<file path="config.mk">
export PLATFORM = sky130hd
export DESIGN_NAME = bcd_mod_counter
export DESIGN_NICKNAME = d
export VERILOG_FILES = /design/src/rtl/bcd_mod_counter.sv
export SDC_FILE = /design/constraint.sdc
export NUM_CORES = 1
export LEC_CHECK = 0
export CAP_MARGIN = 30
export CORE_UTILIZATION = 43
export DETAILED_ROUTE_END_ITERATION = 8
export PLACE_DENSITY = 0.73
export SKIP_LAST_GASP = 1
export SYNTH_ARGS = -nofsm -noshare
export SYNTH_HDL_FRONTEND = slang
export SYNTH_SLANG_ARGS = --single-unit
</file>
<file path="constraint.sdc">
create_clock -name clk -period 1.7 [get_ports clk]
set_input_delay 0.34 -clock clk [delete_from_list [all_inputs] [get_ports clk]]
set_output_delay 0.34 -clock clk [all_outputs]
set_load 0.1 [all_outputs]
</file>
<file path="src/rtl/bcd_mod_counter.sv">
// Parametrised packed-BCD modulo counter: up/down count, range-checked synchronous
// load, combinational terminal-count output for chaining stages via co -> en.
module bcd_mod_counter #(
  parameter int unsigned NDIG    = 2,
  parameter int unsigned MODULUS = 60
) (
  input  logic              clk,
  input  logic              rst,
  input  logic              en,
  input  logic              up,
  input  logic              load,
  input  logic [4*NDIG-1:0] load_val,
  output logic [4*NDIG-1:0] count,
  output logic              co,
  output logic              load_err
);

  localparam int unsigned W = 4 * NDIG;

  function automatic int unsigned pow10(input int unsigned n);
    int unsigned r;
    r = 1;
    for (int unsigned i = 0; i < n; i++) r = r * 10;
    return r;
  endfunction

  function automatic logic [W-1:0] to_bcd(input int unsigned v);
    logic [W-1:0] b;
    int unsigned  x;
    b = '0;
    x = v;
    for (int unsigned i = 0; i < NDIG; i++) begin
      b[4*i +: 4] = 4'(x % 10);
      x = x / 10;
    end
    return b;
  endfunction

  localparam logic [W-1:0] MAXV = to_bcd(MODULUS - 1);

  generate
    if ((MODULUS < 2) || (MODULUS > pow10(NDIG))) begin : g_bad_modulus
      $error("bcd_mod_counter: MODULUS must satisfy 2 <= MODULUS <= 10**NDIG");
    end
  endgenerate

  logic [W-1:0] inc_val;
  logic [W-1:0] dec_val;
  logic [W-1:0] next_count;
  logic         next_err;
  logic         digits_ok;
  logic         load_ok;
  logic         carry;
  logic         borrow;
  logic         count_ok;

  // With every digit <= 9, packed BCD orders like plain binary, so the range
  // check is a direct unsigned compare against the BCD image of MODULUS-1.
  always_comb begin
    digits_ok = 1'b1;
    for (int unsigned i = 0; i < NDIG; i++) begin
      if (load_val[4*i +: 4] > 4'd9) digits_ok = 1'b0;
    end
    load_ok = digits_ok && (load_val <= MAXV);
  end

  always_comb begin
    inc_val = count;
    carry   = 1'b1;
    for (int unsigned i = 0; i < NDIG; i++) begin
      if (carry) begin
        if (count[4*i +: 4] == 4'd9) begin
          inc_val[4*i +: 4] = 4'd0;
        end else begin
          inc_val[4*i +: 4] = count[4*i +: 4] + 4'd1;
          carry             = 1'b0;
        end
      end
    end
    if (count == MAXV) inc_val = '0;
  end

  always_comb begin
    dec_val = count;
    borrow  = 1'b1;
    for (int unsigned i = 0; i < NDIG; i++) begin
      if (borrow) begin
        if (count[4*i +: 4] == 4'd0) begin
          dec_val[4*i +: 4] = 4'd9;
        end else begin
          dec_val[4*i +: 4] = count[4*i +: 4] - 4'd1;
          borrow            = 1'b0;
        end
      end
    end
    if (count == '0) dec_val = MAXV;
  end

  always_comb begin
    next_count = count;
    next_err   = 1'b0;
    if (load) begin
      if (load_ok) next_count = load_val;
      else         next_err   = 1'b1;
    end else if (en) begin
      next_count = up ? inc_val : dec_val;
    end
  end

  always_ff @(posedge clk) begin
    if (!rst) begin
      count    <= '0;
      load_err <= 1'b0;
    end else begin
      count    <= next_count;
      load_err <= next_err;
    end
  end

  assign co = rst & en & ~load & (up ? (count == MAXV) : (count == '0));

  always_comb begin
    count_ok = (count <= MAXV);
    for (int unsigned i = 0; i < NDIG; i++) begin
      if (count[4*i +: 4] > 4'd9) count_ok = 1'b0;
    end
  end

  always_ff @(posedge clk) begin
    if (rst) assert (count_ok);
  end

endmodule

</file>
==> flow_summary.ini <==
[floorplanning]
start_util = 0.4811
fp-row-count = 15
fp.dieH_um = 47.13
die_width_um = 47.13
core_area_um2 = 1821
ios = 23
die-area_um2 = 2221

[status]
violations = setup timing
outcome = finished with violations

[placement]
post-dp-hpwl_um = 2173
place.gp.congestion = 0.8595
postPlaceCellArea_um2 = 1395
placed_cells = 179
io_buffers = 22

[timing]
hold_viol = 0
setup_tns_ns = -0.5322
period_needed_ns = 1.947
worst_pin_slew_ns = 0.5061
rsz0062_at_grt = true
clock_skew_ns = 0.004195
setup_ws_ns = -0.2474
fmax_mhz = 513.5
finalCritPeriodShare = 1.146
finalSetupViolations = 5
slew_headroom = 0.6578
slew_viol_final = 0

[critical_path]
required_ns = 1.36
cp-start-kind = flop
cp_top_family = simple AND/OR/NAND/NOR gates
cp_data_arrival_time_ns = 1.61
path_buf_inv = 2
crit_fanout = 3
critical_path.cell_chain = inv_6 -> ha_4 -> nor3b_4 -> nand4_1 -> a21oi_4 -> buf_12
criticalPathCategory = flop to output port
crit_path_max_incr_delay_ns = 0.36
critPathSlowestCell = dfxtp_4
critPathCaptureType = output port

[finish]
regArea_um2 = 202.7
final_core_util = 0.8220
fillCellCount = 115
multi_input_area_um2 = 660.6
final_nets = 181
syn_to_final_growth_pct = 70.86
stdcell_area_um2 = 1496
layout.cells.non_filler = 189
diodes = 0
layout-drive-gt1-share = 0.4024

[logic_synthesis]
syn_nets = 134
synth_seq_area_share = 0.2057
synth_top_area_share = 0.2057
synth_cells = 118
yosys.area_share.simple = 0.2671
muxShareOfSynthArea = 0.01143
ys.flop_type = dfxtp_1
async_flop_share = 0
ys_types = 43
synth_xor_area_frac = 0.01000
ys_ff_latch = 9
synthTopCellsByArea = dfxtp_1, o21ai_0, a21oi_1
yosys.area.top_type = dfxtp_1
synth_top_family_by_area = compound AO/OA/AOI/OAI gates
netlist_area_um2 = 875.8
synth_edf_count = 0
synth_adder_area_share = 0.04286
ys_warn_count = 0
avgSynthCellArea_um2 = 7.422
synth_compound_area_frac = 0.3286

[job]
maxCapViolations = 0

[power_and_ir_drop]
p_sw_frac = 0.4222
clock_power_share = 0.175
vdd_drop_max_mv = 0.6313
seqPwrFrac = 0.286
pwr-share-comb = 0.539
power.internal_uw = 561.7
fin_total_pwr_uw = 972.0
p_leak_nw = 0.5762
p_sw_uw = 410.3
cellPowerDensity_nw_per_um2 = 649.5

[clocking]
cts_tree = yes
clk_path_buf_depth = 2
cts-htree-levels = 1
clkTransAtPathRegs_ns = 0.06
numCtsBuffers = 3
root_buffer = clkbuf_4
worstSkewPairLatency_ns = 0.27
cts_sinks = 9

[grt]
grt_pass1_wl_um = 4416
grt-ovfl-total = 0
grt_max_degree = 14
grt_use_total = 0.2906
antenna_found_initial = 0
first_global_vias = 1005

[route]
antenna_left = 0
drc_errors = 0
viasPerCell = 5.778
drt_pre_antenna_iters = 4
drt_iter0_drc = 51
drt-total-wl_um = 2947
vias = 1092
wire_per_inst_um = 15.59

[min_path]
hp-class = flop to flop
area by class of cell:
| class | count | area share |
|---|---|---|
| multi-input cells | 92 | 0.4415 |
| repair buffers | 51 | 0.3595 |
| flip-flops and latches | 9 | 0.1355 |
| inverters | 8 | 0.02508 |
| well taps | 25 | 0.02090 |
| clock buffers | 4 | 0.01756 |
registers in the layout (all words and copies together) (netlist names):
name      count
load_err      1
count         8
tightest hold or removal path, delay by kind of cell, from the launching register on:
family / cells / cell delay [ns]
flip-flops: 1 / 0.40
AND/OR/NAND/NOR: 1 / 0.09
AO/OA/AOI/OAI: 1 / 0.07
cells in the final DEF (no fill, tap or decap), types with 2 or more instances in the layout:
master / instances
nor2b_1: 2
o21ai_0: 11
o31ai_1: 2
nor2_1: 7
clkbuf_4: 3
nor3b_4: 2
clkdlybuf4s50_1: 12
buf_12: 10
a21oi_1: 10
nand3_1: 7
ha_4: 2
nand2_1: 9
o22ai_1: 2
nor3_1: 3
nand4_1: 2
dfxtp_2: 3
o21ai_1: 2
inv_1: 5
nor3b_1: 2
buf_4: 29
dfxtp_4: 5
o21a_1: 2
cells in the mapped netlist (2+ instances only):
cell type,number
clkbuf_8,3
dfxtp_1,9
o22ai_1,2
nand4_1,2
inv_1,8
nor3_1,3
clkbuf_1,4
nor2_1,7
nand2_1,10
o21a_1,2
nor2b_1,2
nand3_1,7
nor3b_1,4
o21ai_0,13
a21oi_1,11
o31ai_1,2
ha_1,3
logic make-up (layout without fill, tap and decap cells):
family | after synthesis | in the layout
AO/OA/AOI/OAI | 44 | 44
AND/OR/NAND/NOR | 43 | 43
buffers and inverters | 17 | 63
flip-flops | 9 | 9
adder cells (fa/ha/maj) | 3 | 3
XOR/XNOR | 1 | 1
multiplexers | 1 | 1
through the flow:
stage          setup WS (ns)  hold WS (ns)
2_1_floorplan        -0.3623        0.5122
3_3_place_gp         -0.2129        0.5179
3_5_place_dp         -0.2634        0.5206
4_1_cts              -0.2517        0.6007
5_1_grt              -0.3047        0.6314
6_report             -0.2474        0.6035
per-layer routing:
| metal | wire length, um | GRT usage | up-vias |
|---|---|---|---|
| met5 | 0 | 0 | - |
| met4 | 99 | 0.1371 | 0 |
| met3 | 189 | 0.01538 | 11 |
| met2 | 1459 | 0.5083 | 53 |
| met1 | 1199 | 0.3632 | 500 |
| li1 | - | - | 528 |
power groups by stage:
| stage | logic (mW) | clock network, mW | registers (mW) |
|---|---|---|---|
| final | 0.524 | 0.170 | 0.278 |
| after global routing | 0.549 | 0.185 | 0.282 |
| after CTS | 0.498 | 0.174 | 0.275 |
| after detailed placement | 0.482 | 0 | 0.279 |
| after global placement | 0.469 | 0 | 0.279 |
| after floorplan | 0.201 | 0 | 0.371 |
repair_timing:
item                       4_1_cts  5_1_grt
buffers inserted                 4        3
gates resized for setup          1        6
hold buffers                     0        0
pin swaps                        5        4
setup endpoints to repair        2        4
hold endpoints to repair         0        0
path summary, 6_finish.rpt:
kind | cells after the start | endpoint | slack [ns] | start
max | 6 | co | -0.25 | count[1]$_SDFFE_PN0P_
max reg2reg | 8 | count[4]$_SDFFE_PN0P_ | -0.15 | count[0]$_SDFFE_PN0P_
min reg2reg | 2 | count[2]$_SDFFE_PN0P_ | 0.60 | count[2]$_SDFFE_PN0P_
min | 2 | count[2]$_SDFFE_PN0P_ | 0.60 | count[2]$_SDFFE_PN0P_
(Power assumes the default switching activity.)
